==> config.mk <==
export PLATFORM = sky130hd
export DESIGN_NAME = step_enable_gen_flat
export DESIGN_NICKNAME = d
export VERILOG_FILES = /design/src/rtl/step_enable_gen_if.sv /design/src/rtl/step_enable_gen.sv /design/src/flat_wrapper.sv
export SDC_FILE = /design/constraint.sdc
export NUM_CORES = 1
export LEC_CHECK = 0
export BUFFER_PORTS_ARGS = -buffer_cell sky130_fd_sc_hd__buf_2
export CORE_AREA = 2 2 75 77
export CTS_BUF_LIST = sky130_fd_sc_hd__clkbuf_8
export CTS_CLUSTER_SIZE = 30
export DETAILED_ROUTE_END_ITERATION = 12
export DIE_AREA = 0 0 77 79
export PLACE_DENSITY = 0.71
export SLEW_MARGIN = 40
export SYNTH_ARGS = -nofsm -noshare
export SYNTH_HDL_FRONTEND = slang
export SYNTH_SLANG_ARGS = --single-unit
==> constraint.sdc <==
create_clock -name clk -period 1.8 [get_ports clk]
set_input_delay 0.36 -clock clk [delete_from_list [all_inputs] [get_ports clk]]
set_output_delay 0.36 -clock clk [all_outputs]
set_load 0.005 [all_outputs]
==> src/rtl/step_enable_gen_if.sv <==
// Signal bundle between the clock visualizer, the operator controls and the core enables.
interface step_enable_gen_if #(
  parameter int unsigned CNT_W = 16
);
  logic             s_clk;
  logic             run_sw;
  logic             step_btn;
  logic             cpu_en;
  logic             running;
  logic [CNT_W-1:0] step_count;

  modport master (
    output s_clk, run_sw, step_btn,
    input  cpu_en, running, step_count
  );

  modport slave (
    input  s_clk, run_sw, step_btn,
    output cpu_en, running, step_count
  );
endinterface

==> src/rtl/step_enable_gen.sv <==
// Re-times the slow visual clock into single-cycle cpu_en pulses on clk, with
// run/pause from a switch and single-step from a debounced push button.
module step_enable_gen #(
  parameter int unsigned SYNC_STAGES     = 2,
  parameter int unsigned DEBOUNCE_CYCLES = 1_000_000,
  parameter int unsigned CNT_W           = 16
) (
  input  logic             clk,
  input  logic             rst,
  step_enable_gen_if.slave bus
);

  localparam int unsigned     DB_W    = (DEBOUNCE_CYCLES > 1) ? $clog2(DEBOUNCE_CYCLES) : 1;
  localparam logic [DB_W-1:0] DB_LAST = DB_W'(DEBOUNCE_CYCLES - 1);

  typedef enum logic [1:0] {PAUSED, RUN, STEP} state_t;

  logic [SYNC_STAGES-1:0] s_chain;
  logic [SYNC_STAGES-1:0] run_chain;
  logic [SYNC_STAGES-1:0] btn_chain;
  logic                   s_sync;
  logic                   s_prev;
  logic                   run_s;
  logic                   btn_s;
  logic                   tick;

  logic [DB_W-1:0]        db_cnt;
  logic                   stable;
  logic                   press;

  state_t                 state;
  logic                   cpu_en_q;
  logic                   running_q;
  logic [CNT_W-1:0]       step_count_q;

  assign s_sync = s_chain[SYNC_STAGES-1];
  assign run_s  = run_chain[SYNC_STAGES-1];
  assign btn_s  = btn_chain[SYNC_STAGES-1];
  assign tick   = s_sync & ~s_prev;

  // s_clk history loads all ones so a level already high at reset release is not an edge.
  always_ff @(posedge clk) begin
    if (rst) begin
      s_chain   <= '1;
      s_prev    <= 1'b1;
      run_chain <= '0;
      btn_chain <= '0;
    end else begin
      s_chain   <= {s_chain[SYNC_STAGES-2:0], bus.s_clk};
      s_prev    <= s_sync;
      run_chain <= {run_chain[SYNC_STAGES-2:0], bus.run_sw};
      btn_chain <= {btn_chain[SYNC_STAGES-2:0], bus.step_btn};
    end
  end

  always_ff @(posedge clk) begin
    if (rst) begin
      db_cnt <= '0;
      stable <= 1'b0;
      press  <= 1'b0;
    end else begin
      press <= 1'b0;
      if (btn_s == stable) begin
        db_cnt <= '0;
      end else if (db_cnt == DB_LAST) begin
        stable <= btn_s;
        db_cnt <= '0;
        press  <= btn_s;
      end else begin
        db_cnt <= db_cnt + DB_W'(1);
      end
    end
  end

  // cpu_en looks at the current state, so the tick that leaves STEP or RUN is still issued.
  always_ff @(posedge clk) begin
    if (rst) begin
      state        <= PAUSED;
      running_q    <= 1'b0;
      cpu_en_q     <= 1'b0;
      step_count_q <= '0;
    end else begin
      cpu_en_q     <= tick & ((state == RUN) || (state == STEP));
      step_count_q <= step_count_q + CNT_W'(cpu_en_q);
      case (state)
        PAUSED: begin
          if (run_s) begin
            state     <= RUN;
            running_q <= 1'b1;
          end else begin
            if (press) state <= STEP;
            running_q <= 1'b0;
          end
        end
        RUN: begin
          if (!run_s) begin
            state     <= PAUSED;
            running_q <= 1'b0;
          end else begin
            running_q <= 1'b1;
          end
        end
        STEP: begin
          if (run_s) begin
            state     <= RUN;
            running_q <= 1'b1;
          end else begin
            if (tick) state <= PAUSED;
            running_q <= 1'b0;
          end
        end
        default: begin
          state     <= PAUSED;
          running_q <= 1'b0;
        end
      endcase
    end
  end

  assign bus.cpu_en     = cpu_en_q;
  assign bus.running    = running_q;
  assign bus.step_count = step_count_q;

endmodule

==> src/flat_wrapper.sv <==
// flat-port wrapper written by rule: the top's interface ports become plain ports
module step_enable_gen_flat 
#(
  parameter int unsigned SYNC_STAGES     = 2,
  parameter int unsigned DEBOUNCE_CYCLES = 1_000_000,
  parameter int unsigned CNT_W           = 16
)
  (clk, rst, bus_s_clk, bus_run_sw, bus_step_btn, bus_cpu_en, bus_running, bus_step_count);
  step_enable_gen_if #(.CNT_W(CNT_W)) bus_i ();
  input  logic clk;
  input  logic rst;
  input wire logic [$bits(bus_i.s_clk)-1:0] bus_s_clk;
  input wire logic [$bits(bus_i.run_sw)-1:0] bus_run_sw;
  input wire logic [$bits(bus_i.step_btn)-1:0] bus_step_btn;
  output wire logic [$bits(bus_i.cpu_en)-1:0] bus_cpu_en;
  output wire logic [$bits(bus_i.running)-1:0] bus_running;
  output wire logic [$bits(bus_i.step_count)-1:0] bus_step_count;
  assign bus_i.s_clk = bus_s_clk;
  assign bus_i.run_sw = bus_run_sw;
  assign bus_i.step_btn = bus_step_btn;
  assign bus_cpu_en = bus_i.cpu_en;
  assign bus_running = bus_i.running;
  assign bus_step_count = bus_i.step_count;
  step_enable_gen #(.SYNC_STAGES(SYNC_STAGES), .DEBOUNCE_CYCLES(DEBOUNCE_CYCLES), .CNT_W(CNT_W)) u_core (.clk(clk), .rst(rst), .bus(bus_i));
endmodule
# Word-level counts from Yosys, hierarchy flattened
# Cells that the tools add are included.
# classes
n_addsub,2
n_eq_ne,7
mux,7
bitwise_logic,6
reduce_logical,8
# ops
op,count
$add 20x1->20 const B,1
$eq 20x20->1 const B,1
$add 16x1->16,1
$mux 2,5
$reduce_or 3->1,3
$ne 3x1->1 const B,2
$pmux 2 s3,1
$not 1->1,4
$reduce_and 3->1,1
$and 1x1->1,2
$eq 2x1->1 const B,1
$eq 2x2->1 const B,1
$logic_not 2->1,1
$ne 2x2->1 const B,1
$reduce_and 2->1,1
$reduce_or 2->1,1
$eq 1x1->1,1
$logic_or 1x1->1,1
$mux 1,1
# word_totals
regBits,49
in_bits,5
elab_cells,41

# Longest topological paths before layout
# depth
word_depth,5
ltp_mapped,6
depth_no_buf,6

# Worst setup path after synthesis
# OpenSTA, ideal clock, no wires.
# synth_timing
kind,register to register
startpoint,reg u_core.db_cnt[0]
endpoint,reg u_core.db_cnt[10]
setup_time_ps,117
arrival_ps,1571
slack_ps,112
stages_incl_launch_ff,7
period_less_slack_ps,1688
path_cell_list,dfxtp_1 ha_1 nand3_1 or2_1 o21ai_2 buf_2 nor2_1
# synth_between
elab_chain_cells,2
word_cells_on_any_way,3
classes_between,1 x add/sub; 1 x eq/ne; 1 x reduce/logical
# synth_rtl
item,line_no,source
"start, declared",step_enable_gen.sv:27,logic [DB_W-1:0] db_cnt;
"start signal, assigned",step_enable_gen.sv:70,db_cnt <= db_cnt + DB_W'(1);
"parallel branches: the longest is 2 deep, another holds $add 20x1->20",n/a,
# Parallel ways; which one is timed is not known.
# A chain may end at the register's enable or synchronous reset.

# Worst setup path after layout
# layout_timing
startpoint,reg u_core.db_cnt[1]
endpoint,reg u_core.db_cnt[18]
# The elaborated chain is that of the path after synthesis.

==> impl_metrics.tcl <==
set metrics [dict create \
    outcome "finished, final reports clean" \
    maxCapViolCount 0 \
    slowest_delay_ns 0.40 \
    first_global_vias 1434 \
    worst_pin_slew_ns 0.3789 \
    drc 0 \
    grt-ovfl-total 0 \
    die-width_um 77 \
    cp.required_ns 2.03 \
    clockBufferDepth 2 \
    antenna_found_initial 0 \
    dieArea_um2 6083 \
    internal-power_uw 1580 \
    cts-htree-levels 2 \
    yosysUniqueCellTypes 31 \
    fmax_ghz 0.5873 \
    p_comb_share_pct 3.4 \
    synthCells 229 \
    hold_viol_final 0 \
    fin_crit_ns 1.703 \
    min_path_type "primary input to flip-flop" \
    path_cells "ha_1 -> nand3_2 -> or2_2 -> or4_1 -> a21oi_1" \
    seq_area_um2 987.2 \
    synth_nets 241 \
    slowest_stage "or4_1" \
    via_per_inst 4.841 \
    pwr-share-clk_pct 40.9 \
    swShare_pct 20.33 \
    yosysTopAreaCellShare_pct 47.52 \
    die_h_um 79 \
    clk-insertion-delay-late_ns 0.30 \
    hpwlAfterDp_um 2609 \
    peakVddDrop_uv 328.3 \
    drive_above_1_share_pct 20.99 \
    cts_buffers 5 \
    drt_iter0_drc 65 \
    final_nets 273 \
    grt_pass1_wl_um 6327 \
    fin_crit_sh_pct 94.59 \
    antenna_left 0 \
    ys_seq_area_share_pct 47.52 \
    initial_core_util_pct 38.68 \
    synth_warnings 0 \
    numClockSinks 49 \
    crit_type "flip-flop to flip-flop" \
    leakagePower_uw 0.0008539 \
    powerDensity_nw_per_um2 809.6 \
    cp.arrival_ns 1.93 \
    finalPower_uw 1983 \
    synth_largest_area_cell "dfxtp_1" \
    vias 1617 \
    syn2layout_area_growth_pct 18.67 \
    seq_power_share_pct 55.7 \
    diodes 0 \
    rows 27 \
    grt_max_degree 26 \
    io_buffers 22 \
    core-area_um2 5338 \
    worst_clock_skew_ns 0.01080 \
    tns_ns 0 \
    syn_avg_cell_area_um2 9.015 \
    multi_input_area_um2 1041 \
    cts_tree "done" \
    cts_setup_buffers 0 \
    place_congestion 0.7874 \
    path_clk_slew_ns 0.10 \
    maxSlewHeadroom_pct 74.66 \
    path_delay_family "simple AND/OR/NAND/NOR gates" \
    root_buffer "clkbuf_8" \
    maxSlewViolCount 0 \
    avgRoutedWirePerCell_um 11.01 \
    crit_path_end_kind "flip-flop" \
    synth.area.top_cells "dfxtp_1 (48%), xnor2_1 (7.6%), nor2_1 (4.7%), ha_1 (4.2%), nand2_1 (2.7%)" \
    syn_area_um2 2064 \
    crit_fanout 5 \
    grt_usage_pct 12.76 \
    synth.ff_latch_count 49 \
    io_pins 23 \
    setup_viol 0 \
    first_pass_iters 6 \
    wl_um 3678 \
    startpoint_type "flip-flop" \
    crit_buf_inv 0 \
    switchingPower_uw 403.3 \
    fill_cells 535 \
]
==> cell type report <==
class | instances | area share (%)
multi-input combinational | 164 | 42.49
sequential | 49 | 40.30
timing repair buffer | 30 | 6.946
tap | 72 | 3.677
clock buffer | 6 | 3.371
inverter | 11 | 1.685
clock inverter | 2 | 1.532
==> state kept, by name, indices dropped and copies added, names as in the netlist, 2 cells and up <==
signal,flops
u_core.s_chain,2
u_core.run_chain,2
u_core.bus.step_count,16
u_core.btn_chain,2
u_core.db_cnt,20
u_core.state,2
==> metrics by stage <==
| step | setup WS, ns | util, % | area, µm² | cells | hold slack, ns |
|---|---|---|---|---|---|
| after floorplan | 0.1119 | - | 2064 | 229 | 0.3895 |
| after global placement | 0.1114 | 43.16 | 2303 | 326 | 0.3955 |
| after detailed placement | 0.03395 | 43.16 | 2303 | 326 | 0.3952 |
| after CTS | 0.02731 | 45.41 | 2424 | 334 | 0.2310 |
| after global routing | -0.01443 | 45.90 | 2450 | 334 | 0.2309 |
| final | 0.09741 | 45.90 | 2450 | 334 | 0.2404 |
==> power groups by stage <==
| stage | Sequential (µW) | Combinational (µW) | Clock, µW |
|---|---|---|---|
| global route | 1110 | 74.4 | 880 |
| global placement | 1130 | 65.4 | 0 |
| detailed placement | 1130 | 67.7 | 0 |
| floorplan | 1130 | 50.1 | 0 |
| finish | 1110 | 67.2 | 811 |
| CTS | 1110 | 68.1 | 837 |
==> cells in the final DEF (no fill, tap or decap), types with 5 or more instances in the layout <==
cell and n:
buf_2 22, buf_4 8, xor2_1 6, nor4_1 8
inv_1 11, a21oi_1 9, dfxtp_1 44, xnor2_1 18
ha_1 7, nand3_1 9, nor2b_1 6, or3_1 8
nor3_1 10, o21ai_0 6, clkbuf_8 6, or2_2 5
nor2_1 26, dfxtp_2 5, nand4_1 7, nand2_1 15
==> path summary, 6_finish.rpt <==
check,startpoint,end,slack (ns),cells after the start
max reg2reg,u_core.db_cnt[1],u_core.db_cnt[18],0.1,5
max,u_core.db_cnt[1],u_core.db_cnt[18],0.1,5
min reg2reg,u_core.s_chain[0],u_core.s_chain[1],0.42,1
min,bus_s_clk,u_core.s_chain[0],0.24,2
==> cell usage after synthesis <==
master and number:
nor3_1 10, nand4_2 1, xor2_1 6, nor4b_1 2
or4_1 3, or2_1 1, nand2b_1 3, buf_2 2
xnor2_1 18, a221o_1 1, nand2_1 15, nor3b_1 3
inv_1 11, nor2b_1 6, o31ai_1 3, nor4_1 8
nand3_1 10, nor2_1 26, dfxtp_1 49, ha_1 7
a211oi_1 1, clkbuf_1 3, and4_1 1, or2_2 5
o21ai_2 1, nand4_1 7, mux2_2 1, o21ai_0 6
or3_1 8, a21oi_1 9, and3_1 2
==> kinds of logic after synthesis <==
kind of cell | count (synthesis) | share of synthesized area (%)
compound gates | 21 | 6.000
xor+xnor | 24 | 10.18
fa+ha+maj | 7 | 4.242
buf+inv | 16 | 3.030
flops | 49 | 47.52
mux | 1 | 0.5454
simple gates | 111 | 28.49
==> worst register-to-register path: cells and delay by family, from the launching register on <==
family / cells / cell delay (ns)
DFF: 1 / 0.36
adders and majority gates: 1 / 0.21
and+or+nand+nor: 3 / 0.91
AOI/OAI and AO/OA: 1 / 0.15
==> metal layers <==
layer  vias up  GRT usage [%]  part of all wire, %
li1        852              -                    -
met1       738          15.76                   50
met2        22          21.67                   45
met3         5          3.409                  3.9
met4         0          4.286                  1.2
met5         -              0                    0
==> repair_timing <==
| action | CTS | global route |
|---|---|---|
| endpoints found under the setup margin | 0 | 21 |
| gates resized for setup | 0 | 9 |
| hold buffers | 0 | 0 |
No activity file was read; power rests on OpenSTA's default activity.
